## src/rtl/alu_arbiter_pkg.sv

```systemverilog
// alu_arbiter_pkg: shared definitions for the ALU arbiter slice.
// Holds the default operand width, the ALU op encodings, the arbiter FSM
// state type and a helper that classifies op codes as legal or not.
package alu_arbiter_pkg;

  localparam int unsigned XlenDefault = 32;

  // Op encodings understood by the shared ALU; 100, 110 and 111 are illegal.
  typedef enum logic [2:0] {
    OpAdd = 3'b000,
    OpSub = 3'b001,
    OpAnd = 3'b010,
    OpOr  = 3'b011,
    OpSlt = 3'b101
  } alu_op_e;

  typedef enum logic [1:0] {
    StIdle = 2'd0,
    StExec = 2'd1,
    StResp = 2'd2
  } state_e;

  function automatic logic op_is_legal(logic [2:0] op);
    logic legal;
    case (op)
      OpAdd, OpSub, OpAnd, OpOr, OpSlt: legal = 1'b1;
      default:                          legal = 1'b0;
    endcase
    return legal;
  endfunction

endpackage

```

## src/rtl/alu_arbiter_if.sv

```systemverilog
// alu_arbiter_if: bundle of every handshake and bus signal of the arbiter.
//   req0_* / req1_* : requester handshake, operands and op
//   alu_*           : drive to, and result from, the shared combinational ALU
//   rsp_*           : response handshake and payload
// Modports: slave (the arbiter) and master (whatever surrounds it).
interface alu_arbiter_if
  import alu_arbiter_pkg::*;
#(
  parameter int unsigned XLEN = XlenDefault
);

  logic            req0_valid;
  logic            req0_ready;
  logic [XLEN-1:0] req0_a;
  logic [XLEN-1:0] req0_b;
  logic [2:0]      req0_op;

  logic            req1_valid;
  logic            req1_ready;
  logic [XLEN-1:0] req1_a;
  logic [XLEN-1:0] req1_b;
  logic [2:0]      req1_op;

  logic [XLEN-1:0] alu_a;
  logic [XLEN-1:0] alu_b;
  logic [2:0]      alu_op;
  logic [XLEN-1:0] alu_res;
  logic            alu_zero;

  logic            rsp_valid;
  logic            rsp_ready;
  logic [XLEN-1:0] rsp_res;
  logic            rsp_zero;
  logic            rsp_id;
  logic            rsp_err;

  modport slave (
    input  req0_valid, req0_a, req0_b, req0_op,
    input  req1_valid, req1_a, req1_b, req1_op,
    input  alu_res, alu_zero, rsp_ready,
    output req0_ready, req1_ready,
    output alu_a, alu_b, alu_op,
    output rsp_valid, rsp_res, rsp_zero, rsp_id, rsp_err
  );

  modport master (
    output req0_valid, req0_a, req0_b, req0_op,
    output req1_valid, req1_a, req1_b, req1_op,
    output alu_res, alu_zero, rsp_ready,
    input  req0_ready, req1_ready,
    input  alu_a, alu_b, alu_op,
    input  rsp_valid, rsp_res, rsp_zero, rsp_id, rsp_err
  );

endinterface

```

## src/rtl/alu_arb_rr.sv

```systemverilog
// alu_arb_rr: two-way grant selection for the ALU arbiter (purely combinational).
//   valid0, valid1 : request valids
//   last           : requester granted by the most recent accepted transfer
//                    (absent when ALU_ARB_FIXED_PRIO_EN is defined)
//   grant          : 0 selects req0, 1 selects req1
// Build option: ALU_ARB_FIXED_PRIO_EN - req0 always wins a tie.
module alu_arb_rr
  import alu_arbiter_pkg::*;
(
  input  logic valid0,
  input  logic valid1,
`ifndef ALU_ARB_FIXED_PRIO_EN
  input  logic last,
`endif
  output logic grant
);

`ifdef ALU_ARB_FIXED_PRIO_EN
  assign grant = valid1 && !valid0;
`else
  // On a tie the requester not served last time wins; otherwise follow valid1.
  assign grant = (valid0 && valid1) ? !last : valid1;
`endif

endmodule

```

## src/rtl/alu_arbiter.sv

```systemverilog
// alu_arbiter: two-requester front end for a single shared combinational ALU.
// One operation is in flight at a time: IDLE offers ready to the granted
// requester, EXEC drives the ALU from registered operands and captures its
// result, RESP holds the response until it is taken.
// Ports:
//   clk    - clock, all state on the rising edge
//   rst_n  - asynchronous active-low reset
//   bus_io - alu_arbiter_if.slave: request, ALU-drive and response signals
// Build option: ALU_ARB_FIXED_PRIO_EN - req0 always wins ties, no last-grant state.
module alu_arbiter
  import alu_arbiter_pkg::*;
#(
  parameter int unsigned XLEN = XlenDefault
) (
  input logic          clk,
  input logic          rst_n,
  alu_arbiter_if.slave bus_io
);

  state_e          state_q, state_d;
  logic [XLEN-1:0] alu_a_q, alu_a_d;
  logic [XLEN-1:0] alu_b_q, alu_b_d;
  logic [2:0]      alu_op_q, alu_op_d;
  logic [XLEN-1:0] rsp_res_q, rsp_res_d;
  logic            rsp_zero_q, rsp_zero_d;
  logic            rsp_id_q, rsp_id_d;
  logic            rsp_err_q, rsp_err_d;
  logic            rsp_valid_q, rsp_valid_d;

  logic            grant;
  logic            idle;
  logic            accept;
  logic [XLEN-1:0] sel_a;
  logic [XLEN-1:0] sel_b;
  logic [2:0]      sel_op;
  logic            sel_legal;

`ifdef ALU_ARB_FIXED_PRIO_EN
  alu_arb_rr u_arb (
    .valid0 (bus_io.req0_valid),
    .valid1 (bus_io.req1_valid),
    .grant  (grant)
  );
`else
  logic last_q, last_d;

  alu_arb_rr u_arb (
    .valid0 (bus_io.req0_valid),
    .valid1 (bus_io.req1_valid),
    .last   (last_q),
    .grant  (grant)
  );
`endif

  // rst_n gates ready so nothing is offered while reset is held, yet the
  // first cycle after release can already accept.
  assign idle              = rst_n && (state_q == StIdle);
  assign bus_io.req0_ready = idle && !grant;
  assign bus_io.req1_ready = idle && grant;
  assign accept            = (bus_io.req0_valid && bus_io.req0_ready) ||
                             (bus_io.req1_valid && bus_io.req1_ready);

  assign sel_a     = grant ? bus_io.req1_a  : bus_io.req0_a;
  assign sel_b     = grant ? bus_io.req1_b  : bus_io.req0_b;
  assign sel_op    = grant ? bus_io.req1_op : bus_io.req0_op;
  assign sel_legal = op_is_legal(sel_op);

  always_comb begin
    state_d     = state_q;
    alu_a_d     = alu_a_q;
    alu_b_d     = alu_b_q;
    alu_op_d    = alu_op_q;
    rsp_res_d   = rsp_res_q;
    rsp_zero_d  = rsp_zero_q;
    rsp_id_d    = rsp_id_q;
    rsp_err_d   = rsp_err_q;
    rsp_valid_d = rsp_valid_q;
`ifndef ALU_ARB_FIXED_PRIO_EN
    last_d      = last_q;
`endif

    unique case (state_q)
      StIdle: begin
        if (accept) begin
          state_d   = StExec;
          alu_a_d   = sel_a;
          alu_b_d   = sel_b;
          // An illegal op still passes through EXEC, with the ALU told to add.
          alu_op_d  = sel_legal ? sel_op : OpAdd;
          rsp_err_d = !sel_legal;
          rsp_id_d  = grant;
`ifndef ALU_ARB_FIXED_PRIO_EN
          last_d    = grant;
`endif
        end
      end
      StExec: begin
        state_d     = StResp;
        rsp_res_d   = rsp_err_q ? '0 : bus_io.alu_res;
        rsp_zero_d  = rsp_err_q ? 1'b1 : bus_io.alu_zero;
        rsp_valid_d = 1'b1;
        // The ALU is only needed for this one cycle; park its inputs at zero.
        alu_a_d     = '0;
        alu_b_d     = '0;
        alu_op_d    = OpAdd;
      end
      StResp: begin
        if (bus_io.rsp_ready) begin
          state_d     = StIdle;
          rsp_valid_d = 1'b0;
        end
      end
      default: begin
        state_d     = StIdle;
        rsp_valid_d = 1'b0;
      end
    endcase
  end

  always_ff @(posedge clk or negedge rst_n) begin
    if (!rst_n) begin
      state_q     <= StIdle;
      alu_a_q     <= '0;
      alu_b_q     <= '0;
      alu_op_q    <= OpAdd;
      rsp_res_q   <= '0;
      rsp_zero_q  <= 1'b0;
      rsp_id_q    <= 1'b0;
      rsp_err_q   <= 1'b0;
      rsp_valid_q <= 1'b0;
`ifndef ALU_ARB_FIXED_PRIO_EN
      last_q      <= 1'b1;
`endif
    end else begin
      state_q     <= state_d;
      alu_a_q     <= alu_a_d;
      alu_b_q     <= alu_b_d;
      alu_op_q    <= alu_op_d;
      rsp_res_q   <= rsp_res_d;
      rsp_zero_q  <= rsp_zero_d;
      rsp_id_q    <= rsp_id_d;
      rsp_err_q   <= rsp_err_d;
      rsp_valid_q <= rsp_valid_d;
`ifndef ALU_ARB_FIXED_PRIO_EN
      last_q      <= last_d;
`endif
    end
  end

  assign bus_io.alu_a     = alu_a_q;
  assign bus_io.alu_b     = alu_b_q;
  assign bus_io.alu_op    = alu_op_q;
  assign bus_io.rsp_valid = rsp_valid_q;
  assign bus_io.rsp_res   = rsp_res_q;
  assign bus_io.rsp_zero  = rsp_zero_q;
  assign bus_io.rsp_id    = rsp_id_q;
  assign bus_io.rsp_err   = rsp_err_q;

endmodule

```

## src/flat_wrapper.sv

```systemverilog
// flat-port wrapper written by rule: the top's interface ports become plain ports
module alu_arbiter_flat import alu_arbiter_pkg::*;
#(
  parameter int unsigned XLEN = XlenDefault
)
  (clk, rst_n, bus_io_req0_valid, bus_io_req0_a, bus_io_req0_b, bus_io_req0_op, bus_io_req1_valid, bus_io_req1_a, bus_io_req1_b, bus_io_req1_op, bus_io_alu_res, bus_io_alu_zero, bus_io_rsp_ready, bus_io_req0_ready, bus_io_req1_ready, bus_io_alu_a, bus_io_alu_b, bus_io_alu_op, bus_io_rsp_valid, bus_io_rsp_res, bus_io_rsp_zero, bus_io_rsp_id, bus_io_rsp_err);
  alu_arbiter_if #(.XLEN(XLEN)) bus_io_i ();
  input logic clk;
  input logic rst_n;
  input wire logic [$bits(bus_io_i.req0_valid)-1:0] bus_io_req0_valid;
  input wire logic [$bits(bus_io_i.req0_a)-1:0] bus_io_req0_a;
  input wire logic [$bits(bus_io_i.req0_b)-1:0] bus_io_req0_b;
  input wire logic [$bits(bus_io_i.req0_op)-1:0] bus_io_req0_op;
  input wire logic [$bits(bus_io_i.req1_valid)-1:0] bus_io_req1_valid;
  input wire logic [$bits(bus_io_i.req1_a)-1:0] bus_io_req1_a;
  input wire logic [$bits(bus_io_i.req1_b)-1:0] bus_io_req1_b;
  input wire logic [$bits(bus_io_i.req1_op)-1:0] bus_io_req1_op;
  input wire logic [$bits(bus_io_i.alu_res)-1:0] bus_io_alu_res;
  input wire logic [$bits(bus_io_i.alu_zero)-1:0] bus_io_alu_zero;
  input wire logic [$bits(bus_io_i.rsp_ready)-1:0] bus_io_rsp_ready;
  output wire logic [$bits(bus_io_i.req0_ready)-1:0] bus_io_req0_ready;
  output wire logic [$bits(bus_io_i.req1_ready)-1:0] bus_io_req1_ready;
  output wire logic [$bits(bus_io_i.alu_a)-1:0] bus_io_alu_a;
  output wire logic [$bits(bus_io_i.alu_b)-1:0] bus_io_alu_b;
  output wire logic [$bits(bus_io_i.alu_op)-1:0] bus_io_alu_op;
  output wire logic [$bits(bus_io_i.rsp_valid)-1:0] bus_io_rsp_valid;
  output wire logic [$bits(bus_io_i.rsp_res)-1:0] bus_io_rsp_res;
  output wire logic [$bits(bus_io_i.rsp_zero)-1:0] bus_io_rsp_zero;
  output wire logic [$bits(bus_io_i.rsp_id)-1:0] bus_io_rsp_id;
  output wire logic [$bits(bus_io_i.rsp_err)-1:0] bus_io_rsp_err;
  assign bus_io_i.req0_valid = bus_io_req0_valid;
  assign bus_io_i.req0_a = bus_io_req0_a;
  assign bus_io_i.req0_b = bus_io_req0_b;
  assign bus_io_i.req0_op = bus_io_req0_op;
  assign bus_io_i.req1_valid = bus_io_req1_valid;
  assign bus_io_i.req1_a = bus_io_req1_a;
  assign bus_io_i.req1_b = bus_io_req1_b;
  assign bus_io_i.req1_op = bus_io_req1_op;
  assign bus_io_i.alu_res = bus_io_alu_res;
  assign bus_io_i.alu_zero = bus_io_alu_zero;
  assign bus_io_i.rsp_ready = bus_io_rsp_ready;
  assign bus_io_req0_ready = bus_io_i.req0_ready;
  assign bus_io_req1_ready = bus_io_i.req1_ready;
  assign bus_io_alu_a = bus_io_i.alu_a;
  assign bus_io_alu_b = bus_io_i.alu_b;
  assign bus_io_alu_op = bus_io_i.alu_op;
  assign bus_io_rsp_valid = bus_io_i.rsp_valid;
  assign bus_io_rsp_res = bus_io_i.rsp_res;
  assign bus_io_rsp_zero = bus_io_i.rsp_zero;
  assign bus_io_rsp_id = bus_io_i.rsp_id;
  assign bus_io_rsp_err = bus_io_i.rsp_err;
  alu_arbiter #(.XLEN(XLEN)) u_core (.clk(clk), .rst_n(rst_n), .bus_io(bus_io_i));
endmodule
```

## config.mk

```make
export PLATFORM = sky130hd
export DESIGN_NAME = alu_arbiter_flat
export DESIGN_NICKNAME = d
export VERILOG_FILES = /design/src/rtl/alu_arbiter_pkg.sv /design/src/rtl/alu_arbiter_if.sv /design/src/rtl/alu_arb_rr.sv /design/src/rtl/alu_arbiter.sv /design/src/flat_wrapper.sv
export SDC_FILE = /design/constraint.sdc
export NUM_CORES = 1
export LEC_CHECK = 0
export CAP_MARGIN = 30
export CORE_AREA = 2 2 108 110
export DETAILED_ROUTE_END_ITERATION = 8
export DIE_AREA = 0 0 110 112
export DONT_BUFFER_PORTS = 1
export PLACE_DENSITY = 0.7
export SLEW_MARGIN = 0
export SYNTH_ARGS = -nofsm -noshare
export SYNTH_HDL_FRONTEND = slang
export SYNTH_SLANG_ARGS = --single-unit
```

## constraint.sdc

```tcl
create_clock -name clk -period 3.1 [get_ports clk]
set_input_delay 0.465 -clock clk [delete_from_list [all_inputs] [get_ports clk]]
set_output_delay 0.465 -clock clk [all_outputs]
set_load 0.03 [all_outputs]
```

==> results of run 1 <==
-- per-stage QoR --
| stage | power (mW) | area (sq um) |
|---|---|---|
| detailed placement | 4.50 | 4920 |
| CTS | 5.81 | 5280 |
| finish | 5.78 | 5310 |
| floorplan | 4.20 | 4890 |
| global route | 6.12 | 5310 |
| global placement | 4.42 | 4920 |
-- power by group through the flow --
stage | clock (mW) | sequential (mW) | combinational (mW)
3_3_place_gp | 0 | 3.50 | 0.915
2_1_floorplan | 0 | 3.32 | 0.879
4_1_cts | 1.31 | 3.50 | 1.01
5_1_grt | 1.37 | 3.51 | 1.24
6_report | 1.27 | 3.44 | 1.07
3_5_place_dp | 0 | 3.52 | 0.984
-- placed cells by master (no fill, tap or decap), drive strengths merged --
cell type  count
a21boi         1
a21o           1
a21oi          1
a31oi          1
and2           1
and3b          1
buf            8
bufinv         3
clkbuf        10
clkinv         2
dfrtp        105
dfstp          1
inv            1
mux2           1
mux2i         66
nand2         36
nand2b        34
nand3         66
nor2           4
nor2b          1
nor3b          2
o21a           2
o21ai        103
o31ai          1
o41ai          1
-- timing repair --
action / 4_1_cts / 5_1_grt
hold endpoints to repair: 106 / 0
endpoints found under the setup margin: 0 / 0
hold buffers: 1 / 0
-- layout make-up --
type                    count  area (sq um)
clock inverters             5           104
repair buffers              8           113
clock buffers              10           229
inverters                   1          3.75
well taps                 143           179
fillers                  1057          5860
multi-input cells         323          2030
flip-flops and latches    106          2650
-- per-layer routing --
metal | GRT usage | up-vias | share of wire | wire (microns)
met4 | 0.0895 | 0 | 0.028 | 325
met2 | 0.315 | 155 | 0.51 | 6010
li1 | - | 1594 | - | -
met3 | 0.0580 | 22 | 0.080 | 937
met1 | 0.219 | 1553 | 0.38 | 4480
met5 | 0 | - | 0 | 0
-- critical path: cells and delay by family, from the launching register on --
| kind | cells | cell delay (ps) |
|---|---|---|
| DFF | 1 | 470 |
| and+or+nand+nor | 2 | 1060 |
-- state kept, by name, summed over array words and instances (netlist names) --
name                     cells
u_core.bus_io.alu_a         32
u_core.bus_io.alu_b         32
u_core.bus_io.rsp_res       32
u_core.bus_io.alu_op         3
u_core.state_q               2
u_core.bus_io.rsp_err        1
u_core.bus_io.rsp_id         1
u_core.bus_io.rsp_valid      1
u_core.bus_io.rsp_zero       1
u_core.last_q                1
-- worst max path at each step --
stage | start | to | cells past startpoint
floorplan | bus_io_req1_valid | bus_io_req0_ready | 5
global placement | u_core.state_q[0] | bus_io_req0_ready | 2
detailed placement | u_core.state_q[0] | bus_io_req0_ready | 2
CTS | u_core.state_q[0] | bus_io_req0_ready | 2
global route | u_core.state_q[0] | bus_io_req0_ready | 2
finish | u_core.state_q[0] | bus_io_req0_ready | 2
-- cell families after synthesis --
kind of cell	Yosys count
AO/OA/AOI/OAI	111
buffers and inverters	42
flip-flops	106
multiplexers	67
AND/OR/NAND/NOR	145
==> results.txt, run 1 <==
- The initial antenna violation count came to 0.
* WL/cell: 19.7 microns
* Post-CTS Setup Bufs: 0
- Measured on the finished design, the core utilization comes to 0.475.
* Clock transition at the registers of the reported paths: 70 ps
- The run finished with clean final reports.
- Cells after DPL: 579
* Count of flip-flops with a built-in enable after synthesis: 0
- Iteration-0 DRC count of the detailed router: 174
- FP Rows: 39
- The area fraction in compound gates after synthesis was 0.120.
- Along the worst path, the maximum fanout reaches 6.
* Portion of synthesized cell area occupied by the leading cell type: 0.537
- In this run the deepest clock path goes through 2 buffers.
* Share of cells above drive strength 1: 0.0662
- The share of total power dissipated in sequential elements is 0.595.
* Switching power as a share of total power: 0.452
- For this run, the total global-route usage over all layers was measured as 0.189.
* Die outline height: 112 microns
* Effective utilization at floorplan: 0.438
- Mean cell area of the mapped netlist: 10.4 sq um
* Cell accounting for the most synthesized area: dfrtp_1
* Least-Margin Pin Slew: 944 ps
- Port buffering added 0 buffers.
- Number of global-route vias before repair: 3353
- OpenSTA, run right after detailed placement, puts the worst setup slack at 1100 ps.
* Static leakage: 2.39 nW
* Total wirelength of the detailed-routed design: 11.8 mm
- By instance count, the leading cell after synthesis is dfrtp_1.
- Master cell of the clock root buffer: clkbuf_16
* Share of flip-flops with an asynchronous set or reset after synthesis: 1.00
* Top FF cell, synth: dfrtp_1
- Relative to the synthesized area, the layout overhead comes to 8.60%.
* Max-capacitance violation count: 0
- Antenna diodes: 0
- The H-tree generated during clock tree synthesis spans 3 levels.
- Of the total power, combinational logic draws 0.185.
* CTS tree: built
- The signal on the critical path passes through nor3b_4 -> nor2b_1.
* Main area contributors after synthesis: dfrtp_1 (54%), mux2i_1 (14%), o21ai_0 (9.9%)
* Detailed-route DRC error count: 0
- Simple-Gate Fraction of Synth Area: 0.153
- Setup CP Type: register to output pin
* Share of the cycle needed by the critical path after routing: 0.754
- In the synthesized netlist, the number of instances is 471.
* Area of the core: 11200 sq um
- The worst register-to-register path has a depth of 4.
* Final Critical Period: 2340 ps
* Power per standard cell area: 1090 nW/um^2
- Post-cts repair resize count: 0
* Largest voltage drop on the vdd net: 446 uV
- Synth top cells by count: dfrtp_1 (105), o21ai_0 (97), mux2i_1 (66), nand3_1 (66), nand2_1 (36)
* Critical path's slowest cell: nor2b_1
* Maximum number of pins on one net before global-route repair: 126
- At the worst endpoint, the arrival time is 1870 ps.
- Summing every instance area after synthesis gives 4890 sq um.
* Worst R2R Setup Slack: 1200 ps
- P_sw: 2.61 mW
* DPL Wire Length: 8.42 mm
- The worst register-to-register path ends at u_core.bus_io.alu_b[2].
- Total vias in the final route: 3324
- In this run the remaining antenna-violating nets after routing total 0.
* Number of buffers inserted during clock tree synthesis: 9
- Total of flip-flops plus latches after synthesis: 106
* Sequential cell area fraction in the yosys report: 0.543
- The internal portion of the total power is 3.17 mW.
- Synthesized-area fraction occupied by xor and xnor cells: 0
- Hold WC Path Type: input pin to asynchronous set/reset pin
- The total count of hold-check failures in the final report came to 0.
* Worst setup EP type: output pin
- Insertion delay of the later-clocked pin in the worst-skew pair: 340 ps
* Post-synthesis share of cell area spent on full adders, half adders and majority gates: 0
* Vias per inst: 5.58
- TritonRoute pass-1 iters: 4
* Worst slew margin relative to its limit: 0.371
- For the final database, setup skew stands at 7.81 ps.
- Setup violations remaining at the end of the flow were counted as 0.
- Slowest Stage Delay on Critical Path: 630 ps
* Width of the chip: 110 microns
- Timing would allow up to 428 MHz.
- Number of clock sinks seen by CTS: 106
* Global-route congestion overflow total: 0
- The number of nets in the synthesized netlist is 643.
* Setup repair after global routing missed its margin: false
* Final cell count without fillers: 596
- Slew Limit Fails: 0
- Number of top-level pins: 277
- The first global-routing pass estimated 17.8 mm of wire.
- Crit start category: register
* Multiplexer area fraction after synthesis: 0.137
- After synthesis, the netlist uses 29 different library cells.
* Worst reg2reg startpoint: u_core.state_q[1]
- Final net count: 621
- Main combinational cell family by area after synthesis: simple AND/OR/NAND/NOR gates
- Of the total power, the clock network draws 0.220.
- Post-route setup slack: 763 ps
* Die area: 12300 sq um
- Final worst hold slack: 29.2 ps
- Setup total negative slack: 0 ps
* Critical path required time: 2630 ps
* Number of warnings printed during yosys synthesis: 0
- The congestion estimate from routability-driven global placement came to 0.781.
No activity file was read; power rests on OpenSTA's default activity.
==> inputs of run 2 (changes only) <==
PLACE_DENSITY = 0.72   (was 0.7)
clock period = 2.1 ns   (was 3.1 ns; I/O delays follow)
==> run 2 against run 1 <==
Hold slack got worse by 360 ps. Critical path depth grew 2. Register-to-register slack got worse by 800 ps. Combinational power increased by 46%. Highest routed layer unchanged. The run now ends with negative hold slack left. Via count increased by 3.6%. Sequential power is 49% higher. Clock-buffer cell count did not move. Clock skew is 1.6 ps lower. Die area unchanged. Largest power group unchanged. Clock power up 30%. Global-route usage down 0.21 points. Largest cell class unchanged. Sequential share of layout area down 0.41 points.
==> results.txt, run 2 (same netlist as run 1, synthesis figures left out) <==
* Antenna diodes: 0 (unchanged)
- Worst slew margin relative to its limit: 0.429 (was 0.371)
- Violated checks: negative hold slack
- Total vias in the final route: 3444 (was 3324)
- The actual slew at the worst max-slew pin is 856 ps (was 944 ps).
- Post-Place Worst Slack: 345 ps (was 1100 ps)
- The number of nets with antenna violations after routing was 0 (unchanged).
- Largest voltage drop on the vdd net: 759 uV (was 446 uV)
- WL/cell: 19.4 microns (was 19.7 microns)
- Layout Cell Area excl Fill: 5350 sq um (was 5310 sq um)
- Clk buf depth: 2 (unchanged)
- First-pass GRT wire length: 17.9 mm (was 17.8 mm)
- Die outline height: 112 microns (unchanged)
- The worst hold path class is input pin to asynchronous set/reset pin (unchanged).
* Setup total negative slack: 0 ps (unchanged)
* Setup CP Type: register to output pin (unchanged)
- The number of iterations in the first detailed-routing pass is 4 (unchanged).
- Gp weighted congestion: 0.782 (was 0.781)
* Overall power after layout: 8.34 mW (was 5.78 mW)
* CTS tree: built (unchanged)
- The critical path capture point type was an output pin (unchanged).
- Final net count: 630 (was 621)
- The ratio of routed vias to standard cells came to 5.69 (was 5.58).
- List of cells traversed by the critical path: nor3b_4 -> buf_4 -> nor2b_1 -> buf_4 (was nor3b_4 -> nor2b_1)
* Detailed-route DRC error count: 0 (unchanged)
- Crit-path max FO: 6 (unchanged)
* Area growth syn-to-layout: 9.49% (was 8.60%)
* Result of the run: finished with violations (was complete, no violations)
* Crit start category: register (unchanged)
- The number of setup violations in the final report is 0 (unchanged).
- The number of global-route vias before repair was 3383 (was 3353).
- Share of the cycle needed by the critical path after routing: 0.944
- The most frequent standard cell in the layout excluding fill and tap cells is dfrtp_1 (unchanged).
* Final design utilization: 0.479 (was 0.475)
* Number of buffers inserted during clock tree synthesis: 9 (unchanged)
* Final Critical Period: 1980 ps
* Width of the chip: 110 microns (unchanged)
- Final worst hold slack: -334 ps (was 29.2 ps)
- The maximum number of pins on one net before global-route repair is 109 (was 126).
- The dominant delay contributor by cell family on the critical path is flip-flops (was simple AND/OR/NAND/NOR gates).
* Insertion delay of the later-clocked pin in the worst-skew pair: 340 ps (about the same)
- The instance area after placement was 5030 sq um (was 4920 sq um).
* Post-route setup slack: 117 ps (was 763 ps)
- Crit path buffers/inverters: 2 (was 0)
- Crit-path most repeated cell: buf_4
- Number of clock sinks seen by CTS: 106 (unchanged)
- FP Rows: 39 (unchanged)
* Effective utilization at floorplan: 0.438 (unchanged)
- Fmax: 504 MHz
- The largest stage delay on the critical path came to 480 ps (was 630 ps).
- Footprint of the multi-input gates: 2030 sq um (about the same)
* Master cell of the clock root buffer: clkbuf_16 (unchanged)
- The worst-case clock skew was 6.19 ps (was 7.81 ps).
* Setup repair after global routing missed its margin: false (unchanged)
* Aggregate global-route resource usage: 0.187 (was 0.189)
* Critical path required time: 1780 ps (was 2630 ps)
- Number of top-level pins: 277 (unchanged)
- The first-iteration detailed-routing DRC count came to 245 (was 174).
- Sequential cell area: 2650 sq um (unchanged)
- The core area was 11200 sq um (unchanged).
- Final cell count without fillers: 605 (was 596)
* H-tree levels: 3 (unchanged)
- The clock slew at the register clock pins of the worst setup and hold paths was 70 ps (about the same).
* Antenna violations before repair: 0 (unchanged)
- The number of port buffers was 0 (unchanged).
* Top library cells by usage in the layout, fill and taps aside: dfrtp_1 (105), o21ai_0 (97), mux2i_1 (66), nand3_1 (66), nand2_1 (36) (unchanged)
- DPL Wire Length: 8.44 mm (was 8.42 mm)
- Share of cells above drive strength 1: 0.0866 (was 0.0662)
- Static leakage: 2.41 nW (was 2.39 nW)
* Total wirelength of the detailed-routed design: 11.7 mm (was 11.8 mm)
- Final Hold Vio Count: 106 (was 0)
- The max-capacitance violation count was 0 (unchanged).
- The ratio of total power to cell area is 1560 nW/um^2 (was 1090 nW/um^2).
- Cells after DPL: 585 (was 579)
* Critical path's slowest cell: dfrtp_1 (was nor2b_1)
- The residual overflow from global routing is 0 (unchanged).
- Die area: 12300 sq um (unchanged)
- Fillcell total: 1038 (was 1057)
* Slew Limit Fails: 0 (unchanged)
- Data arrival time of the worst path: 1670 ps (was 1870 ps)
-- run 2: cell count changes in the layout (fill, tap and decap cells not counted), moves of 2 or more --
cell / change
buf_4: +6
bufinv_16: -2
buf_12: +5
buf_16: -2
-- run 2: path summary, 6_finish.rpt --
kind / start / to / slack, ps / cells after the start
setup / recovery: u_core.state_q[0] / bus_io_req0_ready / 120 / 4
hold / removal: rst_n / u_core.bus_io.rsp_res[6] / -330 / 0
setup reg to reg: u_core.last_q / u_core.bus_io.alu_op[0] / 400 / 5
hold reg to reg: u_core.last_q / u_core.last_q / 550 / 2
max in group asynchronous: rst_n / u_core.last_q / 2170 / 0
min in group clk: bus_io_req0_valid / u_core.last_q / 30 / 1
-- run 2: area by class of cell --
| class | count | share of cell area |
|---|---|---|
| repair buffers | 17 | 0.0379 |
| multi-input cells | 323 | 0.379 |
| well taps | 143 | 0.0334 |
| inverters | 1 | 0.000701 |
| clock inverters | 5 | 0.0105 |
| clock buffers | 10 | 0.0428 |
| flip-flops and latches | 106 | 0.496 |
-- run 2: layer usage --
metal  vias to the layer above  routed length [microns]  GRT usage
li1                       1616                        -          -
met1                      1655                     4490      0.215
met2                       157                     6080      0.324
met3                        16                      943     0.0562
met4                         0                      222     0.0667
met5                         -                        0          0
-- run 2: what timing repair did --
item | in CTS | in global routing
gates resized for setup | 0 | 1
setup endpoints to repair | 0 | 2
hold endpoints to repair | 106 | 106
buffers inserted | 0 | 5
-- run 2: power breakdown --
part           switching [mW]  total [mW]  internal, mW  leakage [nW]
Combinational           0.830        1.56         0.729         0.921
Sequential               2.30        5.13          2.83          1.36
Clock                   0.731        1.65         0.917         0.138
==> inputs of run 3 (changes only) <==
CORE_AREA = 3 3 106 108   (was 2 2 108 110)
DIE_AREA = 0 0 109 111   (was 0 0 110 112)
clock period = 2.35 ns   (was 2.1 ns; I/O delays follow)
==> run 3 against run 2 <==
The run still ends with negative hold slack left. Clock-buffer cell count did not move. Critical path type unchanged. Non-clock buffer count fell by 8. Sequential power fell by 12%. Via count fell by 2.6%. Clock skew rose by 4.7 ps. Critical path depth fell by 2. Die area fell by 1.8%. Utilization rose by 2.0 points. Sequential cell count did not move. Clock power fell by 33%. Highest routed layer unchanged. Cell area fell by 3.7%. Combinational power fell by 12%.
==> results.txt, run 3 (same netlist as run 1, synthesis figures left out) <==
- Result of the run: finished with violations (unchanged)
- Violated checks: negative hold slack (unchanged).
- Worst R2R Setup Slack: 540 ps (was 400 ps)
- The actual slew at the worst max-slew pin was 790 ps (was 856 ps).
* Port-buffer cells: 0 (unchanged)
- DPL Wire Length: 8.75 mm (was 8.44 mm)
- The nature of the critical path startpoint is a register (unchanged).
- Overall power after layout: 7.02 mW (was 8.34 mW)
* Fmax: 468 MHz
* Top library cells by usage in the layout, fill and taps aside: dfrtp_1 (105), o21ai_0 (97), mux2i_1 (66), nand3_1 (66), nand2_1 (36) (unchanged)
- Busiest layer in global routing: met2 (unchanged)
* Power per standard cell area: 1360 nW/um^2 (was 1560 nW/um^2)
- The critical path arrival came to 1790 ps (was 1670 ps).
- The number of nets in the final layout is 622 (was 630).
- Vias per inst: 5.68 (was 5.69)
* Worst reg2reg endpoint: u_core.bus_io.alu_a[11] (was u_core.bus_io.alu_op[0])
- The post-cts gate resize count was 0 (unchanged).
* Static leakage: 2.31 nW (was 2.41 nW)
- CTS tree: built (unchanged)
* Share of cells above drive strength 1: 0.0703 (was 0.0866)
- Maximum number of pins on one net before global-route repair: 109 (unchanged)
* Post-route setup slack: 211 ps (was 117 ps)
- The destination of the critical timing path is bus_io_req0_ready (unchanged).
- Area growth syn-to-layout: 5.42% (was 9.49%)
* Number of buffers inserted during clock tree synthesis: 9 (unchanged)
- GRT met3 Usage: 0.0617 (was 0.0562)
- The initial core utilization came to 0.474 (was 0.438).
- Met1 track demand over resource: 0.228 (was 0.215)
* Width of the chip: 109 microns (was 110 microns)
- Gp weighted congestion: 0.852 (was 0.782)
- Worst setup EP type: output pin (unchanged)
* Number of global-route vias before repair: 3385 (was 3383)
- FP Rows: 37 (was 39)
* Setup CP Type: register to output pin (unchanged)
- Post-Place Worst Slack: 560 ps (was 345 ps)
* Clk buf depth: 2 (unchanged)
* TritonRoute pass-1 iters: 4 (unchanged)
- The total I/O pin count came to 277 (unchanged).
- The residual overflow from global routing was 0 (unchanged).
- Master cell of the clock root buffer: clkbuf_8 (was clkbuf_16)
- The max-capacitance violation count came to 0 (unchanged).
- Iteration-0 DRC count of the detailed router: 261 (was 245)
- Largest voltage drop on the vdd net: 573 uV (was 759 uV)
- The total wire length after detailed routing is 11.9 mm (was 11.7 mm).
- Met2 Use GR: 0.318 (was 0.324)
- Clock transition at the registers of the reported paths: 100 ps (was 70 ps)
* Worst reg2reg startpoint: u_core.last_q (unchanged)
- Final Critical Period: 2140 ps
- The initial antenna violation count is 0 (unchanged).
- The vertical die dimension came to 111 microns (was 112 microns).
- Number of antenna-violating nets in the routed design: 0 (unchanged)
- The worst max-slew margin expressed relative to the limit came to 0.472 (was 0.429).
- The setup total negative slack is 0 ps (unchanged).
* Critical path required time: 2000 ps (was 1780 ps)
- Length in cells of the worst reg-to-reg path: 5 (unchanged)
* Final setup violation count: 0 (unchanged)
- Setup repair after global routing missed its margin: false (unchanged)
- The count of inserted antenna diode cells is 0 (unchanged).
* Crit-path max FO: 6 (unchanged)
* Area of the core: 10300 sq um (was 11200 sq um)
- The total via count after detailed routing is 3354 (was 3444).
- Aggregate global-route resource usage: 0.190 (was 0.187)
- Share of the cycle needed by the critical path after routing: 0.910
- The worst setup path startpoint is u_core.state_q[0] (unchanged).
- The maximum level of the CTS H-tree was 3 (unchanged).
- Detailed-route DRC error count: 0 (unchanged)
- Final worst hold slack: -324 ps (was -334 ps)
- The most frequent standard cell in the layout excluding fill and tap cells was dfrtp_1 (unchanged).
- Final Hold Vio Count: 106 (unchanged)
- The later-pin clock latency in the skew report is 360 ps (was 340 ps).
- WL/cell: 20.1 microns (was 19.4 microns)
* Die area: 12100 sq um (was 12300 sq um)
- The worst hold path class is input pin to asynchronous set/reset pin (unchanged).
* Setup clock skew after layout: 10.9 ps (was 6.19 ps)
* Slew Limit Fails: 0 (unchanged)
- First-pass GRT wire length: 18.1 mm (was 17.9 mm)
* Number of clock sinks seen by CTS: 106 (unchanged)
run 3: changes by cell type in the layout (fill, tap and decap cells not counted), sizes merged:
cell	previous run	this run
clkinv	3	1
clkinvlp	1	3
inv	1	2
buf	17	9
run 3: final cells by class:
cell class	count	area [sq um]
Tap cell	136	170
Timing Repair Buffer	9	105
Fill cell	967	5170
Clock buffer	10	128
Inverter	1	3.75
Multi-Input combinational cell	323	2030
Clock inverter	6	66.3
Sequential cell	106	2650
run 3: critical path: stages, from the launching register on:
cell and delay (ps):
dfrtp_1 490, nor3b_4 350, nor2b_1 600
run 3: through the flow:
| step | utilization | instances | instance area, sq um |
|---|---|---|---|
| after floorplan | - | 471 | 4890 |
| after global placement | 0.481 | 575 | 4960 |
| after detailed placement | 0.481 | 575 | 4960 |
| after CTS | 0.499 | 591 | 5150 |
| after global routing | 0.499 | 591 | 5150 |
| final | 0.499 | 591 | 5150 |
run 3: layer usage:
layer  wire length [microns]  vias to the layer above
li1                        -                     1591
met1                    4530                     1590
met2                    6060                      156
met3                    1080                       17
met4                     219                        0
met5                       0                        -
run 3: how the worst min path moves through the flow:
stage	to	cells past startpoint	slack, ps
after global routing	u_core.bus_io.rsp_res[7]	0	-360
after detailed placement	u_core.bus_io.rsp_res[7]	0	60
after floorplan	u_core.bus_io.alu_a[0]	0	60
final	u_core.bus_io.rsp_res[7]	0	-320
after CTS	u_core.bus_io.rsp_res[7]	0	-350
after global placement	u_core.bus_io.rsp_res[8]	0	60
run 3: timing repair:
item | in CTS | in global routing
setup buffers | 0 | 0
endpoints found under the setup margin | 0 | 0
endpoints found under the hold margin | 106 | 106
run 3: power breakdown:
group,switching (mW),internal [mW],total [mW]
logic,0.780,0.598,1.38
registers,2.01,2.53,4.53
clock network,0.617,0.496,1.11
